==> config.mk <==
export PLATFORM = sky130hd
export DESIGN_NAME = vdmem_arb
export DESIGN_NICKNAME = d
export VERILOG_FILES = /design/src/rtl/vdmem_arb_pkg.sv /design/src/rtl/vdmem_arb.sv
export SDC_FILE = /design/constraint.sdc
export NUM_CORES = 1
export LEC_CHECK = 0
export ABC_AREA = 1
export ABC_CLOCK_PERIOD_IN_PS = 1600
export BUFFER_PORTS_ARGS = -buffer_cell sky130_fd_sc_hd__buf_2
export CAP_MARGIN = 5
export CORE_AREA = 2 2 122 124
export DETAILED_ROUTE_END_ITERATION = 16
export DIE_AREA = 0 0 124 126
export GPL_TIMING_DRIVEN = 0
export SLEW_MARGIN = 5
export SYNTH_ARGS = -nofsm -noshare
export SYNTH_HDL_FRONTEND = slang
export SYNTH_SLANG_ARGS = --single-unit
==> constraint.sdc <==
create_clock -name clk -period 1.6 [get_ports clk]
set_input_delay 0.08 -clock clk [delete_from_list [all_inputs] [get_ports clk]]
set_output_delay 0.08 -clock clk [all_outputs]
set_load 0.02 [all_outputs]
==> src/rtl/vdmem_arb_pkg.sv <==
// vdmem_arb_pkg: shared DMEM interface types, bus widths, and arbiter IDs and states
package vdmem_arb_pkg;
   localparam int SCR1_DMEM_AWIDTH = 32;
   localparam int SCR1_DMEM_DWIDTH = 32;
   typedef enum logic {
      SCR1_MEM_CMD_RD,
      SCR1_MEM_CMD_WR
   } type_scr1_mem_cmd_e;
   typedef enum logic [1:0] {
      SCR1_MEM_WIDTH_BYTE,
      SCR1_MEM_WIDTH_HWORD,
      SCR1_MEM_WIDTH_WORD,
      SCR1_MEM_WIDTH_ERROR
   } type_scr1_mem_width_e;
   typedef enum logic [1:0] {
      SCR1_MEM_RESP_NOTRDY,
      SCR1_MEM_RESP_RDY_OK,
      SCR1_MEM_RESP_RDY_ER
   } type_scr1_mem_resp_e;
   typedef enum logic {
      SCR1_ARB_ID_LSU,
      SCR1_ARB_ID_VEXU
   } type_scr1_arb_id_e;
   typedef enum logic {
      SCR1_ARB_FSM_IDLE,
      SCR1_ARB_FSM_WAIT_RESP
   } type_scr1_arb_fsm_e;
endpackage

==> src/rtl/vdmem_arb.sv <==
// vdmem_arb: two-master (scalar LSU, VEXU) arbiter onto one DMEM port, one transaction in flight
// Ports: clk/rst_n (async active-low); lsu2arb_*/arb2lsu_* and vexu2arb_*/arb2vexu_* are the
// requester sides; arb2dmem_*/dmem2arb_* is the shared DMEM side.
module vdmem_arb
   import vdmem_arb_pkg::*;
#(
   parameter bit VEXU_FIRST = 1'b0
) (
   input  logic                        clk,
   input  logic                        rst_n,
   input  logic                        lsu2arb_req,
   input  type_scr1_mem_cmd_e          lsu2arb_cmd,
   input  type_scr1_mem_width_e        lsu2arb_width,
   input  logic [SCR1_DMEM_AWIDTH-1:0] lsu2arb_addr,
   input  logic [SCR1_DMEM_DWIDTH-1:0] lsu2arb_wdata,
   output logic                        arb2lsu_req_ack,
   output logic [SCR1_DMEM_DWIDTH-1:0] arb2lsu_rdata,
   output type_scr1_mem_resp_e         arb2lsu_resp,
   input  logic                        vexu2arb_req,
   input  type_scr1_mem_cmd_e          vexu2arb_cmd,
   input  type_scr1_mem_width_e        vexu2arb_width,
   input  logic [SCR1_DMEM_AWIDTH-1:0] vexu2arb_addr,
   input  logic [SCR1_DMEM_DWIDTH-1:0] vexu2arb_wdata,
   output logic                        arb2vexu_req_ack,
   output logic [SCR1_DMEM_DWIDTH-1:0] arb2vexu_rdata,
   output type_scr1_mem_resp_e         arb2vexu_resp,
   output logic                        arb2dmem_req,
   output type_scr1_mem_cmd_e          arb2dmem_cmd,
   output type_scr1_mem_width_e        arb2dmem_width,
   output logic [SCR1_DMEM_AWIDTH-1:0] arb2dmem_addr,
   output logic [SCR1_DMEM_DWIDTH-1:0] arb2dmem_wdata,
   input  logic                        dmem2arb_req_ack,
   input  logic [SCR1_DMEM_DWIDTH-1:0] dmem2arb_rdata,
   input  type_scr1_mem_resp_e         dmem2arb_resp
);
   localparam type_scr1_arb_id_e RST_PRIO = VEXU_FIRST ? SCR1_ARB_ID_VEXU : SCR1_ARB_ID_LSU;
   type_scr1_arb_fsm_e state_q, state_d;
   type_scr1_arb_id_e  owner_q, owner_d, lock_id_q, lock_id_d, rr_prio_q, rr_prio_d, grant;
   logic               lock_vld_q, lock_vld_d, lock_hit, gnt_lsu, idle, wait_st, own_lsu, dmem_hs, resp_done;
   // rst_n gates the request side so that outputs sit at reset values while reset is held
   assign idle      = rst_n & (state_q == SCR1_ARB_FSM_IDLE);
   assign wait_st   = state_q == SCR1_ARB_FSM_WAIT_RESP;
   assign gnt_lsu   = grant == SCR1_ARB_ID_LSU;
   assign own_lsu   = owner_q == SCR1_ARB_ID_LSU;
   assign dmem_hs   = arb2dmem_req & dmem2arb_req_ack;
   assign resp_done = wait_st & ((dmem2arb_resp == SCR1_MEM_RESP_RDY_OK) | (dmem2arb_resp == SCR1_MEM_RESP_RDY_ER));
   assign arb2dmem_req     = idle & (gnt_lsu ? lsu2arb_req : vexu2arb_req);
   assign arb2dmem_cmd     = idle ? (gnt_lsu ? lsu2arb_cmd : vexu2arb_cmd) : SCR1_MEM_CMD_RD;
   assign arb2dmem_width   = idle ? (gnt_lsu ? lsu2arb_width : vexu2arb_width) : SCR1_MEM_WIDTH_BYTE;
   assign arb2dmem_addr    = idle ? (gnt_lsu ? lsu2arb_addr : vexu2arb_addr) : '0;
   assign arb2dmem_wdata   = idle ? (gnt_lsu ? lsu2arb_wdata : vexu2arb_wdata) : '0;
   assign arb2lsu_req_ack  = idle & gnt_lsu & dmem2arb_req_ack;
   assign arb2vexu_req_ack = idle & ~gnt_lsu & dmem2arb_req_ack;
   assign arb2lsu_resp     = (wait_st & own_lsu) ? dmem2arb_resp : SCR1_MEM_RESP_NOTRDY;
   assign arb2vexu_resp    = (wait_st & ~own_lsu) ? dmem2arb_resp : SCR1_MEM_RESP_NOTRDY;
   assign arb2lsu_rdata    = (wait_st & own_lsu) ? dmem2arb_rdata : '0;
   assign arb2vexu_rdata   = (wait_st & ~own_lsu) ? dmem2arb_rdata : '0;
   always_comb begin
      // a stalled grantee keeps the grant while it holds req, so its request fields never change mid-handshake
      lock_hit   = lock_vld_q & ((lock_id_q == SCR1_ARB_ID_LSU) ? lsu2arb_req : vexu2arb_req);
      grant      = lock_hit ? lock_id_q :
                   (lsu2arb_req ^ vexu2arb_req) ? (lsu2arb_req ? SCR1_ARB_ID_LSU : SCR1_ARB_ID_VEXU) :
                   rr_prio_q;
      state_d    = dmem_hs ? SCR1_ARB_FSM_WAIT_RESP : resp_done ? SCR1_ARB_FSM_IDLE : state_q;
      owner_d    = dmem_hs ? grant : owner_q;
      lock_vld_d = arb2dmem_req & ~dmem2arb_req_ack;
      lock_id_d  = lock_vld_d ? grant : lock_id_q;
      rr_prio_d  = resp_done ? (own_lsu ? SCR1_ARB_ID_VEXU : SCR1_ARB_ID_LSU) : rr_prio_q;
   end
   always_ff @(posedge clk or negedge rst_n) begin
      if (!rst_n) begin
         state_q    <= SCR1_ARB_FSM_IDLE;
         owner_q    <= SCR1_ARB_ID_LSU;
         lock_vld_q <= 1'b0;
         lock_id_q  <= SCR1_ARB_ID_LSU;
         rr_prio_q  <= RST_PRIO;
      end else begin
         state_q    <= state_d;
         owner_q    <= owner_d;
         lock_vld_q <= lock_vld_d;
         lock_id_q  <= lock_id_d;
         rr_prio_q  <= rr_prio_d;
      end
   end
endmodule

==> results of run 1 <==
-- synthesized netlist by cell type --
library cell                n  area [um^2]
sky130_fd_sc_hd__xnor2_1    1        8.760
sky130_fd_sc_hd__buf_4      3        22.52
sky130_fd_sc_hd__dfrtp_1    5        125.1
sky130_fd_sc_hd__nand2_1   76        285.3
sky130_fd_sc_hd__inv_1     39        146.4
sky130_fd_sc_hd__nand4_1   67        419.2
sky130_fd_sc_hd__buf_6      2        22.52
sky130_fd_sc_hd__inv_2      2        7.510
sky130_fd_sc_hd__o21ai_0    4        20.02
sky130_fd_sc_hd__nand3_1   67        335.3
sky130_fd_sc_hd__nor3_1     2        10.01
sky130_fd_sc_hd__buf_2     23        115.1
sky130_fd_sc_hd__clkbuf_1   9        33.78
sky130_fd_sc_hd__nand3_2    2        20.02
sky130_fd_sc_hd__ha_1       1        12.51
sky130_fd_sc_hd__buf_8      3        45.04
sky130_fd_sc_hd__nor2_1    70        262.8
sky130_fd_sc_hd__buf_1      1        3.750
sky130_fd_sc_hd__nand2_4    3        33.78
sky130_fd_sc_hd__inv_4      1        6.260
sky130_fd_sc_hd__nor3_2     1        10.01
sky130_fd_sc_hd__a21o_1     1        7.510
-- sequential cells by signal, indices dropped and copies added (netlist names) --
name	count
lock_id_q	1
owner_q	1
rr_prio_q	1
lock_vld_q	1
state_q	1
-- placed cells by master (no fill, tap or decap) --
cell / netlist / final
sky130_fd_sc_hd__clkbuf_16: 0 / 3
sky130_fd_sc_hd__nor2_4: 0 / 1
sky130_fd_sc_hd__inv_1: 39 / 39
sky130_fd_sc_hd__a21o_1: 1 / 1
sky130_fd_sc_hd__nand4_1: 67 / 67
sky130_fd_sc_hd__buf_6: 2 / 41
sky130_fd_sc_hd__clkinv_8: 0 / 1
sky130_fd_sc_hd__buf_12: 0 / 4
sky130_fd_sc_hd__buf_2: 23 / 259
sky130_fd_sc_hd__clkbuf_2: 0 / 3
sky130_fd_sc_hd__nand3_4: 0 / 1
sky130_fd_sc_hd__nand2_2: 0 / 5
sky130_fd_sc_hd__clkbuf_1: 9 / 1
sky130_fd_sc_hd__o21ai_0: 4 / 4
sky130_fd_sc_hd__buf_8: 3 / 6
sky130_fd_sc_hd__nor3_2: 1 / 1
sky130_fd_sc_hd__nor3_1: 2 / 2
sky130_fd_sc_hd__xnor2_1: 1 / 1
sky130_fd_sc_hd__nand2_1: 76 / 70
sky130_fd_sc_hd__dfrtp_1: 5 / 5
sky130_fd_sc_hd__buf_4: 3 / 41
sky130_fd_sc_hd__nand3_1: 67 / 59
sky130_fd_sc_hd__ha_1: 1 / 1
sky130_fd_sc_hd__nand2_4: 3 / 3
sky130_fd_sc_hd__nand3_2: 2 / 9
sky130_fd_sc_hd__clkbuf_4: 0 / 7
sky130_fd_sc_hd__inv_2: 2 / 2
sky130_fd_sc_hd__nand2_8: 0 / 1
sky130_fd_sc_hd__dlygate4sd3_1: 0 / 1
sky130_fd_sc_hd__nor2_1: 70 / 69
-- kinds of logic after synthesis --
logic type | after synthesis | synth area share, %
buffers and inverters | 83 | 20.63
flip-flops | 5 | 6.406
XOR/XNOR | 1 | 0.4485
AND/OR/NAND/NOR | 288 | 70.47
AO/OA/AOI/OAI | 5 | 1.410
adder cells (fa/ha/maj) | 1 | 0.6405
-- critical path, stage by stage (launching register included) --
cell and delay (ns):
sky130_fd_sc_hd__dfrtp_1 0.39, sky130_fd_sc_hd__nand2_1 0.09, sky130_fd_sc_hd__nand3_2 0.08, sky130_fd_sc_hd__nand2_4 0.15
sky130_fd_sc_hd__nand2_8 0.12, sky130_fd_sc_hd__buf_6 0.16, sky130_fd_sc_hd__nand3_1 0.06, sky130_fd_sc_hd__nand2_1 0.08
sky130_fd_sc_hd__buf_4 0.17
-- through the flow --
stage / total power [mW] / TNS (ns) / std cells / instance area [um^2]
3_3_place_gp: 2.590 / -2.489 / 877 / 3735
3_5_place_dp: 2.591 / -2.710 / 877 / 3735
6_report: 3.514 / -0.02589 / 892 / 4427
4_1_cts: 3.186 / -2.145 / 885 / 3998
5_1_grt: 3.790 / -5.407 / 892 / 4427
2_1_floorplan: 1.675 / 0 / 383 / 1953
-- routing by layer --
layer  part of all wire (%)  vias up
met4                   0.31        2
met5                   0.11        -
li1                       -     1947
met1                     41     1667
met2                     51      174
met3                    7.2        6
-- timing repair --
item / in CTS / in global routing
endpoints found under the hold margin: 5 / 0
setup endpoints to repair: 108 / 102
hold buffers: 1 / 0
pin swaps: 1 / 11
resized for setup: 54 / 124
setup buffers: 3 / 7
-- area by class of cell --
cell class	instances	area, um^2
plain buffers	41	421.7
clock buffers	4	78.83
fillers	1614	9887
inverters	42	170.2
multi-input cells	295	1509
flip-flops and latches	5	125.1
well taps	184	230.2
repair buffers	321	1892
-- power by group through the flow --
stage	Clock (mW)	Sequential, mW	Combinational [mW]
floorplan	0	0.180	1.49
global placement	0	0.187	2.40
detailed placement	0	0.187	2.40
CTS	0.419	0.185	2.58
global route	0.436	0.190	3.16
finish	0.407	0.184	2.92
-- path summary, 6_finish.rpt --
path | slack (ns) | cells past startpoint | start | to
min reg2reg | 0.52 | 2 | rr_prio_q | rr_prio_q
max reg2reg | 0.34 | 7 | lock_id_q | owner_q
max | -0.01 | 8 | lock_id_q | arb2dmem_addr[21]
max in group asynchronous | 1.09 | 2 | rst_n | state_q
min | 0.06 | 2 | dmem2arb_req_ack | lock_vld_q
min in group asynchronous | 0.31 | 2 | rst_n | owner_q
==> results summary, run 1 <==
The flow ran to the end, but the final reports show violations. The final reports fail on negative setup slack. The pre-CTS setup slack is -0.08764 ns. The tool flagged a number of max-cap violations equal to 0. The wire length of the first global-routing pass came out at 17,190 um.

Setup repair after global routing could not meet its margin everywhere. The detailed placement HPWL is 9777 um. The clock root buffer is sky130_fd_sc_hd__clkbuf_16. In the routed layout, each cell is associated on average with a via count of 4.256. The starting density of the core came out at 13.65%.

The first detailed-routing pass ran for 4 iterations. The weighted congestion reported at the end of routability-driven placement is 0.8310. The via count of the first global-routing pass is 3,404.

The die extent in x came out at 124 um. The average instance area after synthesis is ~5 um^2. The worst IR drop on VDD came out at 1.082 mV.

The layer with the highest usage is met2. The maximum clock rate is 0.6192 GHz. The clock tree skew after final layout is 0.001316 ns.

The total internal power is ~1.7 mW. The sequential cell fraction of total power came out at 5.2%. The die covers 15,620 um^2. The startpoint kind of the worst setup timing path is a register.

The clock latency on the worst-skew pair came out at 0.23 ns. The worst setup path is captured at an output pin. The actual transition at the worst max-transition pin came out at slightly above 0.3 ns. The number of placement rows is 44.

The maximum net fanout on the critical path is 10. The detailed router finished its first iteration with roughly 140 violations. Synthesis inferred 5 register bits. The portion of the post-synthesis area used by sequential elements is ~6.4%. TritonCTS built the clock tree.

The count of inserted antenna diode cells came out at 0. The tightest min-delay check is of the in2reg type. For this block, the via count after detailed routing is about 3.8k. The area growth from synthesis to layout is 126.6%.

The worst setup path category is reg2out. The synthesized area is between 1500 and 2000 um^2. The number of library cell types mapped by synthesis came out at 22.

The post-layout net count came out at 883. The maximum number of buffers from clock root to sink is 2. The critical path data arrival time came out at 1.53 ns. The synthesized net count is around 560. The count of clock tree sinks is 5. The aggregate routed wire length is 12,140 um. The global routing usage on met2 is roughly 26%.

The combined global-route utilization of all metal layers came out at a little over an eighth. The largest net degree at the start of global routing is 11. The count of pins over their slew limit came out at 0.

The depth of the CTS H-tree is 1. The height of the chip is 126 um. Summed over all nets, the switching power comes to 1.789 mW. The met3 track utilization from global routing came out at roughly 2.4%.

In this run the tool buffered the top-level ports with between 300 and 400 buffer cells. The combinational group share of total power came out at 83.2%. The number of hold-slack violations in the final timing report came to 0.

Pin placement for this block handled 311 I/O pins. The fraction of layout cells with a size suffix above 1 came out at between 50% and 60%. The worst hold slack across all endpoints came out at ~0.056 ns. The overflow left after global routing is 0. In this run switching power makes up 50.90% of total power.

The final critical delay including setup and external delays came out at approximately 1.6 ns. The ratio of total power to cell area came out at 793.8 nW/um^2. The part of the power in the clock network is 11.6%. The post-route clock period utilization came out at 100.9%. The detail-routed net length per standard cell came out at roughly 14 um. The final setup violation count is 4. The clock slew at the register clock pins of the worst setup and hold paths came out at 0.03 ns. The TritonCTS buffer count came out at 3. The data required time of the critical path is 1.52 ns.

In this run the remaining antenna-violating nets after routing total 0. The relative slew slack is 79.48%. Yosys printed 0 warnings. Synthesis produced around 380 cells.

The leakage power is approximately 2.8 nW. The number of antenna violations at the first check in global routing came out at 1. The DRC violation count after routing came out at 0.

Global routing used 16.54% of the available met1 tracks. The utilization after layout is ~30%. The placeable core region came out at 14,310 um^2. Across all setup checks in the final design, the least slack found is -0.01491 ns.
Note: power is estimated with default switching activity, not from simulation.
==> run 2, diff against run 1 <==
Settings changed: BUFFER_PORTS_ARGS -buffer_cell sky130_fd_sc_hd__buf_2 to unset, CORE_AREA 2 2 122 124 to 2 2 120 122, DIE_AREA 0 0 124 126 to 0 0 122 124, DONT_BUFFER_PORTS set to 1, PLACE_DENSITY_LB_ADDON set to 0.15.
==> run 2 against run 1 <==
Compared with the run above:
- non-clock buffer count is 309 lower
- the flow still finishes with violations (negative setup slack)
- sequential power grew 3%
- setup slack got worse by 0.0029 ns
- highest routed layer is now met4
- sequential share of layout area is 1.3 points higher
- critical endpoint is now arb2dmem_wdata[19]
- global-route usage shrank 2.1 points
- routed wire length shrank 11%
- clock-buffer cell count did not move
- maximum frequency is 0.18% lower
- clock power about the same
==> results summary, run 2 (same netlist as run 1, synthesis figures left out) <==
The die extent in x is 122 um (-1.6%). The final setup violation count came out at 4 (unchanged). Setup repair after global routing could not meet its margin everywhere. The detail-routed net length per standard cell was 18.57 um (+36%). The final-layout fill cell count is 1,538 (-4.7%). The wire length of the first global-routing pass is 13,300 um (-23%). The stage delay of the slowest cell on the critical path came to 0.41 ns (+0.02 ns). STA classifies the critical path startpoint as a register. The post-route clock period utilization came out at 101.1% (+0.18 points). The post-layout net count is 576 (-35%).

The utilization after layout came to 22.23% (-8.7 points). The clock latency on the worst-skew pair is 0.23 ns (about the same). The final total negative setup slack is -0.05177 ns (-0.02589 ns).

The via count of the first global-routing pass came to 2,433 (-29%). The count of clock tree sinks is 5 (unchanged). The maximum number of buffers from clock root to sink is 2 (unchanged). The ratio of total power to cell area came out at 999.2 nW/um^2 (+26%). The flow ran to the end, but the final reports show violations.

The total of buffers placed on input and output ports is 0 (-100%). The minimum setup slack among reg-to-reg paths is 0.26 ns (-0.08 ns). The combined global-route utilization of all metal layers is 11.55% (-2.1 points). The full die area is 15,130 um^2 (-3.2%). The count of inserted antenna diode cells is 0 (unchanged). The height of the chip is 124 um (-1.6%).

The register cell area after layout is 125.1 um^2 (unchanged). The count of antenna-violating nets left after detailed routing came to 0 (unchanged). The library cell used most frequently in the layout, excluding fill and tap cells, is sky130_fd_sc_hd__nand4_1. The worst hold path terminates at lock_vld_q.

The worst hold slack across all endpoints is 0.09521 ns (+0.03920 ns). In the layout the commonest cells are sky130_fd_sc_hd__nand4_1, sky130_fd_sc_hd__nand2_2, sky130_fd_sc_hd__nand3_1. The number of placement rows came out at 43 (-2.3%). The number of search-and-repair iterations in the first detailed-routing pass was 4 (unchanged).

TritonCTS built the clock tree. The number of antenna violations at the first check in global routing was 0 (-1). The launching point of the worst reg2reg path is lock_id_q.

The number of cells on the worst hold path was 2 (unchanged). The maximum net fanout on the critical path came out at 10 (unchanged). The detailed placement HPWL came to 8392 um (-14%). The clock slew at the register clock pins of the worst setup and hold paths came out at 0.03 ns (about the same). The worst IR drop on VDD came out at 0.3035 mV (-72%). The end of the worst register-to-register path is owner_q. The worst setup path is captured at an output pin.

The aggregate routed wire length came out at 10,790 um (-11%). The via count of the routed design came out at 2,842 (-25%). The leakage power is 1.377 nW (-51%). The total design power came out at 3.047 mW (-13%). The final critical delay including setup and external delays came to 1.618 ns (+0.002866 ns).

The post-layout worst setup margin came out at -0.01777 ns (-0.002866 ns). The actual transition at the worst max-transition pin is 0.4955 ns (+0.1901 ns). The data required time of the critical path is 1.52 ns (about the same). The area of the multi-input gates came to 1879 um^2 (+25%). The largest net degree at the start of global routing came out at 11 (unchanged). The pre-CTS setup slack was -0.02770 ns (+0.05994 ns). The worst setup path category is reg2out. The starting density of the core came to 14.24% (+0.59 points).

The worst hold path begins at rst_n. The depth of the CTS H-tree came out at 1 (unchanged). The post-synthesis to final-layout area growth is 56.12%.

The number of top-level pins was 311 (unchanged). The clock root buffer is sky130_fd_sc_hd__clkbuf_16. The final reports fail on negative setup slack.

The clock tree skew after final layout is 0.002293 ns (+0.0009769 ns). The number of violations reported at the end of detailed-routing iteration 0 came out at 91 (-33%). The maximum clock rate is 0.6181 GHz (-0.18%). The mean number of vias per cell came out at 4.892 (+15%). Traced cell by cell, the critical path runs through nand2_1 > nand3_2 > nand2_8 > buf_12 > buf_8 > nand4_1 > nand2_2.

The placeable core region was 13,720 um^2 (-4.2%). The critical path data arrival time is 1.54 ns (about the same). In this run the worst hold path is classified as in2reg. The TritonCTS buffer count is 3 (unchanged).

The relative slew slack was 66.84% (-13 points). The number of hold-slack violations in the final timing report is 0 (unchanged). The number of maximum-capacitance constraint violations came out at 0 (unchanged). The weighted congestion reported at the end of routability-driven placement was 0.7889 (-5.1%). The count of pins over their slew limit is 0 (unchanged). The DRC violation count after routing was 0 (unchanged). The slowest stage of the critical path belongs to the cell sky130_fd_sc_hd__dfrtp_1. The overflow left after global routing is 0 (unchanged).

The fraction of layout cells with a size suffix above 1 is 50.12% (-4.7 points). The cell depth of the worst flop-to-flop path came out at 7 (unchanged).
-- run 2: cell types whose count changed in the layout (fill, tap and decap cells not counted), sizes merged --
| cell | delta |
|---|---|
| buf | -307 |
| clkbuf | -3 |
| dlygate4sd3 | +1 |
| inv | +1 |
| nand2 | +1 |
-- run 2: worst max-delay path by stage --
stage	from	to	slack, ns
floorplan	state_q	arb2vexu_req_ack	0.28
global placement	state_q	arb2vexu_req_ack	-0.01
detailed placement	state_q	arb2vexu_req_ack	-0.03
CTS	owner_q	arb2lsu_rdata[5]	-0.08
global route	lock_id_q	arb2dmem_wdata[6]	-0.10
finish	lock_id_q	arb2dmem_wdata[19]	-0.02
-- run 2: worst max-delay path, delay by kind of cell (launching register included) --
| kind | cells | cell delay (ns) |
|---|---|---|
| AND/OR/NAND/NOR | 5 | 0.62 |
| flip-flops | 1 | 0.41 |
| buffers and inverters | 2 | 0.27 |
-- run 2: repair_timing --
| item | 4_1_cts | 5_1_grt |
|---|---|---|
| endpoints found under the setup margin | 122 | 126 |
| hold buffers | 2 | 0 |
| pin swaps | 9 | 49 |
| endpoints found under the hold margin | 6 | 0 |
| resized for setup | 110 | 102 |
| cloned | 2 | 5 |
| setup buffers | 2 | 3 |
-- run 2: cell type report --
cell class	instances	area share, %
Clock buffer	4	2.585
Multi-Input combinational cell	296	61.63
Inverter	42	5.581
Timing Repair inverter	1	0.2052
Tap cell	180	7.386
Timing Repair Buffer	12	6.073
Sequential cell	5	4.103
Buffer	41	12.43
-- run 2: layer usage --
layer  global-route usage [%]  part of all wire (%)
met1                    11.36                    34
met2                    24.06                    55
met3                    1.877                   8.1
met4                    3.879                   2.6
met5                        0                     0
-- run 2: through the flow --
stage          instance area (um^2)  instances
2_1_floorplan                  1953        383
3_3_place_gp                   2178        563
3_5_place_dp                   2178        563
4_1_cts                        2635        573
5_1_grt                        3049        581
6_report                       3049        581
-- run 2: where the power goes --
group	internal (mW)	total [mW]	switching (mW)
sequential	0.161	0.190	0.0283
clock	0.330	0.408	0.0778
combinational	0.792	2.45	1.66
total	1.28	3.05	1.76
